--- src/rtl/sdrpi_net_cfg_pkg.sv ---
// sdrpi_net_cfg_pkg: states, record layout and validation for the net cfg loader.
// WR0/WR1 exist only when NETCFG_WRITEBACK_EN is defined.
package sdrpi_net_cfg_pkg;

  typedef enum logic [2:0] {
    S_WAIT_IDLE,
    S_RD0,
    S_RD1,
    S_CHECK,
    S_READY
`ifdef NETCFG_WRITEBACK_EN
    ,
    S_WR0,
    S_WR1
`endif
  } state_t;

  localparam int W0_MAGIC_LSB = 48;
  localparam int W0_IP_LSB    = 16;
  localparam int W0_PA_LSB    = 0;
  localparam int W1_MAC_LSB   = 16;
  localparam int W1_PB_LSB    = 0;
  localparam int MAC_MCAST    = 40;

  localparam logic [15:0] DEF_MAGIC = 16'hC0DE;

  function automatic logic cfg_rec_valid(
    input logic [15:0] magic,
    input logic [15:0] exp_magic,
    input logic [31:0] ip,
    input logic [47:0] mac,
    input logic [15:0] pa,
    input logic [15:0] pb
  );
    return (magic == exp_magic)
        && (ip != 32'h0)
        && (ip != 32'hFFFF_FFFF)
        && !mac[MAC_MCAST]
        && (mac != 48'h0)
        && (pa != 16'h0)
        && (pb != 16'h0);
  endfunction

  function automatic logic [63:0] rec_word0(
    input logic [15:0] magic,
    input logic [31:0] ip,
    input logic [15:0] pa
  );
    return {magic, ip, pa};
  endfunction

  function automatic logic [63:0] rec_word1(
    input logic [47:0] mac,
    input logic [15:0] pb
  );
    return {mac, pb};
  endfunction

endpackage

--- src/rtl/sdrpi_net_cfg_loader.sv ---
// sdrpi_net_cfg_loader: boot-time EEPROM network config loader with defaults.
// Optional EEPROM write-back path under NETCFG_WRITEBACK_EN.
module sdrpi_net_cfg_loader
  import sdrpi_net_cfg_pkg::*;
#(
  parameter logic [31:0] DEF_IP      = 32'hC0A8_0380,
  parameter logic [47:0] DEF_MAC     = 48'h0002_0000_0000,
  parameter logic [15:0] DEF_PORT_A  = 16'd8080,
  parameter logic [15:0] DEF_PORT_B  = 16'd8090,
  parameter logic [7:0]  CFG_BASE    = 8'h00,
  parameter logic [15:0] MAGIC       = DEF_MAGIC,
  parameter int          TIMEOUT_CYC = 2_500_000
) (
  input  logic        clk_125m,
  input  logic        rst_n,
  input  logic        eeprom_idle,
  output logic        rd_req,
  output logic [7:0]  rd_addr,
  input  logic [63:0] rd_u64,
  input  logic        rd_done,
  input  logic        reload,
  output logic [31:0] cfg_my_ip,
  output logic [47:0] cfg_my_mac,
  output logic [15:0] cfg_port_a,
  output logic [15:0] cfg_port_b,
  output logic        cfg_valid,
  output logic        cfg_from_eeprom,
  output logic        cfg_err
`ifdef NETCFG_WRITEBACK_EN
  ,
  output logic        wr_req,
  output logic [7:0]  wr_addr,
  output logic [63:0] wr_u64,
  input  logic        wr_done,
  input  logic        save_req,
  input  logic [31:0] save_ip,
  input  logic [47:0] save_mac,
  input  logic [15:0] save_port_a,
  input  logic [15:0] save_port_b,
  output logic        save_busy,
  output logic        save_err
`endif
);

  localparam logic [21:0] TO_LIM = 22'(TIMEOUT_CYC);

  state_t      r_state;
  state_t      w_next;
  logic [21:0] r_cnt;
  logic        r_done_q;
  logic [63:0] r_w0;
  logic [63:0] r_w1;
  logic [31:0] r_ip;
  logic [47:0] r_mac;
  logic [15:0] r_pa;
  logic [15:0] r_pb;
  logic        r_valid;
  logic        r_from;
  logic        r_err;
  logic        w_to;
  logic        w_rd_ack;
  logic        w_rd_to;
  logic        w_rec_ok;
  logic        w_xfer_ack;

  assign w_to     = (r_cnt >= TO_LIM);
  assign w_rd_ack = rd_done & rd_req;
  assign w_rd_to  = (r_state inside {S_WAIT_IDLE, S_RD0, S_RD1})
                 && (w_next == S_READY);
  assign w_rec_ok = cfg_rec_valid(
    r_w0[W0_MAGIC_LSB +: 16], MAGIC,
    r_w0[W0_IP_LSB +: 32], r_w1[W1_MAC_LSB +: 48],
    r_w0[W0_PA_LSB +: 16], r_w1[W1_PB_LSB +: 16]);

`ifdef NETCFG_WRITEBACK_EN
  logic [31:0] r_s_ip;
  logic [47:0] r_s_mac;
  logic [15:0] r_s_pa;
  logic [15:0] r_s_pb;
  logic        r_busy;
  logic        r_save_err;
  logic        r_err_pulse;
  logic        w_wr_ack;
  logic        w_save_ok;
  logic        w_save_take;
  logic        w_wr_to;

  assign w_wr_ack    = wr_done & wr_req;
  assign w_save_ok   = cfg_rec_valid(MAGIC, MAGIC, save_ip, save_mac,
                                     save_port_a, save_port_b);
  assign w_save_take = (r_state == S_READY) && save_req && !reload;
  assign w_wr_to     = (r_state inside {S_WR0, S_WR1}) && !w_wr_ack
                    && (w_next == S_READY);
  assign w_xfer_ack  = w_rd_ack | w_wr_ack;
  assign save_busy   = r_busy;
  assign save_err    = r_save_err;
`else
  assign w_xfer_ack  = w_rd_ack;
`endif

  always_ff @(posedge clk_125m or negedge rst_n) begin
    if (!rst_n) r_state <= S_WAIT_IDLE;
    else        r_state <= w_next;
  end

  always_comb begin
    w_next = r_state;
    unique case (r_state)
      S_WAIT_IDLE: if (eeprom_idle) w_next = S_RD0;
                   else if (w_to)   w_next = S_READY;
      S_RD0:       if (w_rd_ack)    w_next = S_RD1;
                   else if (w_to)   w_next = S_READY;
      S_RD1:       if (w_rd_ack)    w_next = S_CHECK;
                   else if (w_to)   w_next = S_READY;
      S_CHECK:     w_next = S_READY;
      S_READY:     if (reload)      w_next = S_WAIT_IDLE;
`ifdef NETCFG_WRITEBACK_EN
                   else if (save_req && w_save_ok) w_next = S_WR0;
      S_WR0:       if (w_wr_ack)    w_next = S_WR1;
                   else if (w_to)   w_next = S_READY;
      S_WR1:       if (w_wr_ack || w_to) w_next = S_READY;
`endif
      default:     w_next = S_WAIT_IDLE;
    endcase
  end

  // Request is withheld for one cycle after each completion.
  always_comb begin
    rd_req  = (r_state inside {S_RD0, S_RD1}) && !r_done_q;
    rd_addr = (r_state == S_RD1) ? CFG_BASE + 8'd8 : CFG_BASE;
`ifdef NETCFG_WRITEBACK_EN
    wr_req  = (r_state inside {S_WR0, S_WR1}) && !r_done_q;
    wr_addr = (r_state == S_WR1) ? CFG_BASE + 8'd8 : CFG_BASE;
    wr_u64  = (r_state == S_WR1) ? rec_word1(r_s_mac, r_s_pb)
                                 : rec_word0(MAGIC, r_s_ip, r_s_pa);
`endif
  end

  always_ff @(posedge clk_125m or negedge rst_n) begin
    if (!rst_n) begin
      r_cnt    <= '0;
      r_done_q <= 1'b0;
    end else begin
      r_done_q <= w_xfer_ack;
      if (w_next != r_state) r_cnt <= '0;
      else if (r_cnt != '1)  r_cnt <= r_cnt + 22'd1;
    end
  end

  always_ff @(posedge clk_125m or negedge rst_n) begin
    if (!rst_n) begin
      r_w0    <= '0;
      r_w1    <= '0;
      r_ip    <= DEF_IP;
      r_mac   <= DEF_MAC;
      r_pa    <= DEF_PORT_A;
      r_pb    <= DEF_PORT_B;
      r_valid <= 1'b0;
      r_from  <= 1'b0;
      r_err   <= 1'b0;
    end else begin
      if (r_state == S_RD0 && w_rd_ack) r_w0 <= rd_u64;
      if (r_state == S_RD1 && w_rd_ack) r_w1 <= rd_u64;
      if (r_state == S_READY && reload) r_valid <= 1'b0;
      if (r_state == S_CHECK && w_rec_ok) begin
        r_ip    <= r_w0[W0_IP_LSB +: 32];
        r_mac   <= r_w1[W1_MAC_LSB +: 48];
        r_pa    <= r_w0[W0_PA_LSB +: 16];
        r_pb    <= r_w1[W1_PB_LSB +: 16];
        r_valid <= 1'b1;
        r_from  <= 1'b1;
        r_err   <= 1'b0;
      end
      if ((r_state == S_CHECK && !w_rec_ok) || w_rd_to) begin
        r_ip    <= DEF_IP;
        r_mac   <= DEF_MAC;
        r_pa    <= DEF_PORT_A;
        r_pb    <= DEF_PORT_B;
        r_valid <= 1'b1;
        r_from  <= 1'b0;
        r_err   <= 1'b1;
      end
`ifdef NETCFG_WRITEBACK_EN
      if (r_state == S_WR1 && w_wr_ack) begin
        r_ip   <= r_s_ip;
        r_mac  <= r_s_mac;
        r_pa   <= r_s_pa;
        r_pb   <= r_s_pb;
        r_from <= 1'b1;
      end
`endif
    end
  end

`ifdef NETCFG_WRITEBACK_EN
  // Invalid-value error is a one-cycle pulse; timeout error is sticky.
  always_ff @(posedge clk_125m or negedge rst_n) begin
    if (!rst_n) begin
      r_s_ip      <= '0;
      r_s_mac     <= '0;
      r_s_pa      <= '0;
      r_s_pb      <= '0;
      r_busy      <= 1'b0;
      r_save_err  <= 1'b0;
      r_err_pulse <= 1'b0;
    end else begin
      if (w_save_take) begin
        r_save_err  <= !w_save_ok;
        r_err_pulse <= !w_save_ok;
        if (w_save_ok) begin
          r_s_ip  <= save_ip;
          r_s_mac <= save_mac;
          r_s_pa  <= save_port_a;
          r_s_pb  <= save_port_b;
          r_busy  <= 1'b1;
        end
      end else if (r_err_pulse) begin
        r_save_err  <= 1'b0;
        r_err_pulse <= 1'b0;
      end
      if (r_state == S_WR1 && w_wr_ack) r_busy <= 1'b0;
      if (w_wr_to) begin
        r_busy     <= 1'b0;
        r_save_err <= 1'b1;
      end
    end
  end
`endif

  assign cfg_my_ip       = r_ip;
  assign cfg_my_mac      = r_mac;
  assign cfg_port_a      = r_pa;
  assign cfg_port_b      = r_pb;
  assign cfg_valid       = r_valid;
  assign cfg_from_eeprom = r_from;
  assign cfg_err         = r_err;

endmodule
--- config.mk ---
export PLATFORM = sky130hd
export DESIGN_NAME = sdrpi_net_cfg_loader
export DESIGN_NICKNAME = d
export VERILOG_FILES = /design/src/rtl/sdrpi_net_cfg_pkg.sv /design/src/rtl/sdrpi_net_cfg_loader.sv
export SDC_FILE = /design/constraint.sdc
export NUM_CORES = 1
export LEC_CHECK = 0
export CAP_MARGIN = 10
export CORE_ASPECT_RATIO = 1.75
export CORE_MARGIN = 3
export CORE_UTILIZATION = 43
export CTS_BUF_LIST = sky130_fd_sc_hd__clkbuf_8
export DETAILED_ROUTE_END_ITERATION = 10
export GPL_TIMING_DRIVEN = 0
export MAX_ROUTING_LAYER = met4
export PLACE_DENSITY = 0.67
export SKIP_LAST_GASP = 1
export SYNTH_ARGS = -nofsm -noshare
export SYNTH_HDL_FRONTEND = slang
export SYNTH_SLANG_ARGS = --single-unit
export TNS_END_PERCENT = 1
--- constraint.sdc ---
create_clock -name clk_125m -period 6.7 [get_ports clk_125m]
set_input_delay 1.005 -clock clk_125m [delete_from_list [all_inputs] [get_ports clk_125m]]
set_output_delay 1.005 -clock clk_125m [all_outputs]
set_load 0.1 [all_outputs]
==> key figures <==
Status
  – Outcome: complete, no violations

Clock tree
  – Post-CTS repair timing setup buffer count: 0
  – Number of hold buffers added after CTS: 0
  – Clock tree buffer depth: 3
  – Clock transition at the register clock pins on the worst setup and hold paths after CTS: 0.07 ns
  – Number of CTS-inserted buffers: 40
  – CTS root buf: sky130_fd_sc_hd__clkbuf_8
  – Clock tree from TritonCTS: built
  – Clock sink count: 269
  – Number of H-tree branching levels: 2
  – Resized Gates After CTS: 0
  – Worst-Skew Late Latency: 0.56 ns

Timing
  – Hold Vio Cnt, Final: 0
  – Slew of the pin with the lowest slew margin: 1.08 ns
  – Setup TNS after final layout: 0 ns
  – Post-route clock period utilization: 0.571
  – Final worst clock skew: 0.0263 ns
  – Headroom to the max-slew limit: 0.281
  – Minimum period implied by the final worst setup slack: 3.83 ns
  – Unrepaired setup endpoints after global routing: false
  – Highest attainable clock frequency: 0.261 GHz
  – Max Transition Viols Final: 0
  – Final setup violation count: 0

Floorplan
  – Die ar.: 27300 sq um
  – Core region area: 24700 sq um
  – Die Span X: 126 microns
  – Standard-cell rows: 76
  – Starting density of the core: 0.439
  – Io pins: 193
  – Die Y-Extent: 216 microns

Worst setup path
  – Required arrival time at the worst endpoint: 5.69 ns
  – Worst Path Max Fanout: 10
  – Crit. End Element: output port
  – Worst setup startpoint: r_state[0]
  – Crit Path Class: reg -> out
  – FF-to-FF Start: r_cnt[14]
  – Worst path arrival time: 2.82 ns
  – Type of element launching the critical path: register

Routing
  – Vias/cell: 5.54
  – DRC violation count after routing: 0
  – Post-detailed-route count of antenna-violating nets: 0
  – Via count: 7804
  – WL per Instance: 22.0 microns
  – Drt first pass iters: 4
  – Starting DRT DRC Count: 362
  – Final wirelength: 30900 microns

Layout
  – Net total in the final layout: 1135
  – Area growth, synth to finish: 29.1%
  – Number of filler cells placed in the layout: 2112
  – Fraction of layout cells with a size suffix above 1: 0.197
  – Final Core Density: 0.567
  – Sequential cell area in the final layout: 6760 sq um
  – Non-Filler Instances: 1408
  – Multi-input gate area in the final layout: 3730 sq um

Yosys
  – Mapped cell area: 10900 sq um
  – Syn Inst Count: 829
  – Primary FF master, synth: sky130_fd_sc_hd__dfrtp_1
  – Fraction of the yosys area taken by sequential cells: 0.623
  – Number of register bits inferred by synthesis: 269
  – Post-synth cell types: 51
  – Post-synthesis area per instance: 13.1 sq um
  – Yosys synthesis warning count: 0
  – Count of flip-flops with a built-in enable after synthesis: 0
  – Share of flip-flops with an asynchronous set or reset after synthesis: 1.00

Placement
  – Final HPWL from detailed placement: 22600 microns
  – Placer Congestion: 0.856
  – Instance count after placement with tap cells included: 1334
  – Number of input and output port buffers inserted: 185

Global routing
  – Largest net degree at the start of global routing: 123
  – Final global-route overflow total: 0
  – Number of global-route vias before repair: 8410
  – Wire length of the first global-routing pass: 48000 microns
  – Number of antenna violations at the first check in global routing: 1
  – Aggregate global-route resource usage: 0.233

Pwr
  – Static leakage power: 6.06 nW
  – Total power after layout: 5.08 mW
  – Power per cell area: 362 nW/um^2
  – Worst voltage drop across the vdd grid: 0.182 mV

Job
  – # Max-Cap Violations: 0

Min path
  – Hold crit path type: in -> async
## Yosys cell counts, types with 3 or more instances
cell type	n	share of area
sky130_fd_sc_hd__nor2_1	12	0.0041
sky130_fd_sc_hd__a22o_1	86	0.069
sky130_fd_sc_hd__dfrtp_1	244	0.56
sky130_fd_sc_hd__nand2_1	39	0.013
sky130_fd_sc_hd__and3_1	6	0.0035
sky130_fd_sc_hd__dfstp_2	25	0.060
sky130_fd_sc_hd__nor2b_1	4	0.0023
sky130_fd_sc_hd__nand4_1	22	0.013
sky130_fd_sc_hd__clkbuf_1	31	0.011
sky130_fd_sc_hd__a311oi_1	3	0.0024
sky130_fd_sc_hd__o21ai_0	36	0.017
sky130_fd_sc_hd__or3_1	7	0.0040
sky130_fd_sc_hd__nand2b_1	3	0.0017
sky130_fd_sc_hd__and2_1	5	0.0029
sky130_fd_sc_hd__buf_2	15	0.0069
sky130_fd_sc_hd__nor4_1	29	0.017
sky130_fd_sc_hd__or4_1	4	0.0028
sky130_fd_sc_hd__a21oi_1	3	0.0014
sky130_fd_sc_hd__a211oi_1	8	0.0055
sky130_fd_sc_hd__nor3_1	20	0.0092
sky130_fd_sc_hd__xor2_1	4	0.0032
sky130_fd_sc_hd__inv_1	30	0.010
sky130_fd_sc_hd__a2bb2oi_1	26	0.021
sky130_fd_sc_hd__xnor2_1	8	0.0065
sky130_fd_sc_hd__nand3_1	9	0.0041
sky130_fd_sc_hd__o2111ai_1	3	0.0024
sky130_fd_sc_hd__o31ai_1	4	0.0028
sky130_fd_sc_hd__mux2_2	103	0.11
sky130_fd_sc_hd__buf_4	12	0.0083
## sequential cells by signal, indices dropped and copies added (netlist names)
name / flops
cfg_from_eeprom: 1
r_w0: 64
r_done_q: 1
cfg_err: 1
r_state: 3
cfg_my_ip: 32
r_cnt: 22
cfg_port_b: 16
cfg_valid: 1
r_w1: 64
cfg_my_mac: 48
cfg_port_a: 16
## layer usage
layer  GRT usage  vias up  part of all wire
met5           -        -                 0
met4      0.0956        0             0.040
met3      0.0510       72             0.051
met2       0.412      196              0.54
met1       0.253     3980              0.37
li1            -     3556                 -
## cells in the final DEF (no fill, tap or decap), drive strengths merged, types with 2 or more instances in the layout
master / instances
o21ai: 36
o2111ai: 3
nand2: 39
nor4b: 2
clkdlybuf4s50: 184
a311oi: 3
dfrtp: 244
mux2: 103
ha: 2
o2111a: 2
bufinv: 2
nand3: 9
nor2b: 4
o31ai: 4
or4: 4
a22o: 86
nor4: 30
or3: 7
nand4: 22
clkbuf: 80
dfstp: 25
conb: 7
and2: 5
xnor2: 8
nor3: 21
and3: 6
a21oi: 3
clkinvlp: 2
a21o: 2
nand2b: 3
a2bb2oi: 26
buf: 30
nor2: 12
a31oi: 2
xor2: 4
inv: 49
mux2i: 2
a211oi: 8
## power breakdown
part	total, mW	internal [mW]	switching, mW
registers	2.42	2.05	0.375
logic	1.28	0.573	0.709
clock network	1.37	0.739	0.632
## layout make-up
| type | instances | share of cell area |
|---|---|---|
| clock inverters | 24 | 0.0108 |
| inverters | 30 | 0.00803 |
| plain buffers | 58 | 0.0201 |
| repair buffers | 187 | 0.136 |
| diodes | 1 | 0.000178 |
| flip-flops and latches | 269 | 0.482 |
| clock buffers | 49 | 0.0481 |
| multi-input cells | 478 | 0.266 |
| well taps | 312 | 0.0278 |
## critical path, stage by stage, from the launching register on
cell,delay [ns]
sky130_fd_sc_hd__dfrtp_1,0.43
sky130_fd_sc_hd__buf_2,0.24
sky130_fd_sc_hd__xor2_1,0.21
sky130_fd_sc_hd__nand2_1,0.14
sky130_fd_sc_hd__nor2_1,0.11
sky130_fd_sc_hd__clkdlybuf4s50_1,1.14
## stage by stage
stage	worst slack [ns]	hold WS (ns)	area [sq um]
6_report	2.87	0.294	14000
5_1_grt	2.75	0.288	14000
4_1_cts	2.84	0.267	14000
3_5_place_dp	2.69	0.486	13200
3_3_place_gp	-6.68	0.459	13100
2_1_floorplan	3.57	0.470	10900
## path summary, 6_finish.rpt
path,end,slack (ns),cells after the start
setup / recovery,rd_req,2.87,5
hold / removal,r_cnt[5],0.29,1
setup reg to reg,r_state[2],3.54,7
hold reg to reg,cfg_port_a[10],0.50,2
max in group asynchronous,cfg_my_ip[11],5.51,2
min in group clk_125m,cfg_port_a[10],0.50,2
## kinds of logic (layout without fill, tap and decap cells)
kind of cell | count (synthesis) | count (layout) | synth area share
AO/OA/AOI/OAI | 183 | 183 | 0.133
flip-flops | 269 | 269 | 0.623
other | 1 | 8 | 0.000345
multiplexers | 105 | 105 | 0.109
XOR/XNOR | 12 | 12 | 0.00968
AND/OR/NAND/NOR | 169 | 169 | 0.0874
buffers and inverters | 88 | 348 | 0.0363
adder cells (fa/ha/maj) | 2 | 2 | 0.00230
No activity file was read; power rests on OpenSTA's default activity.
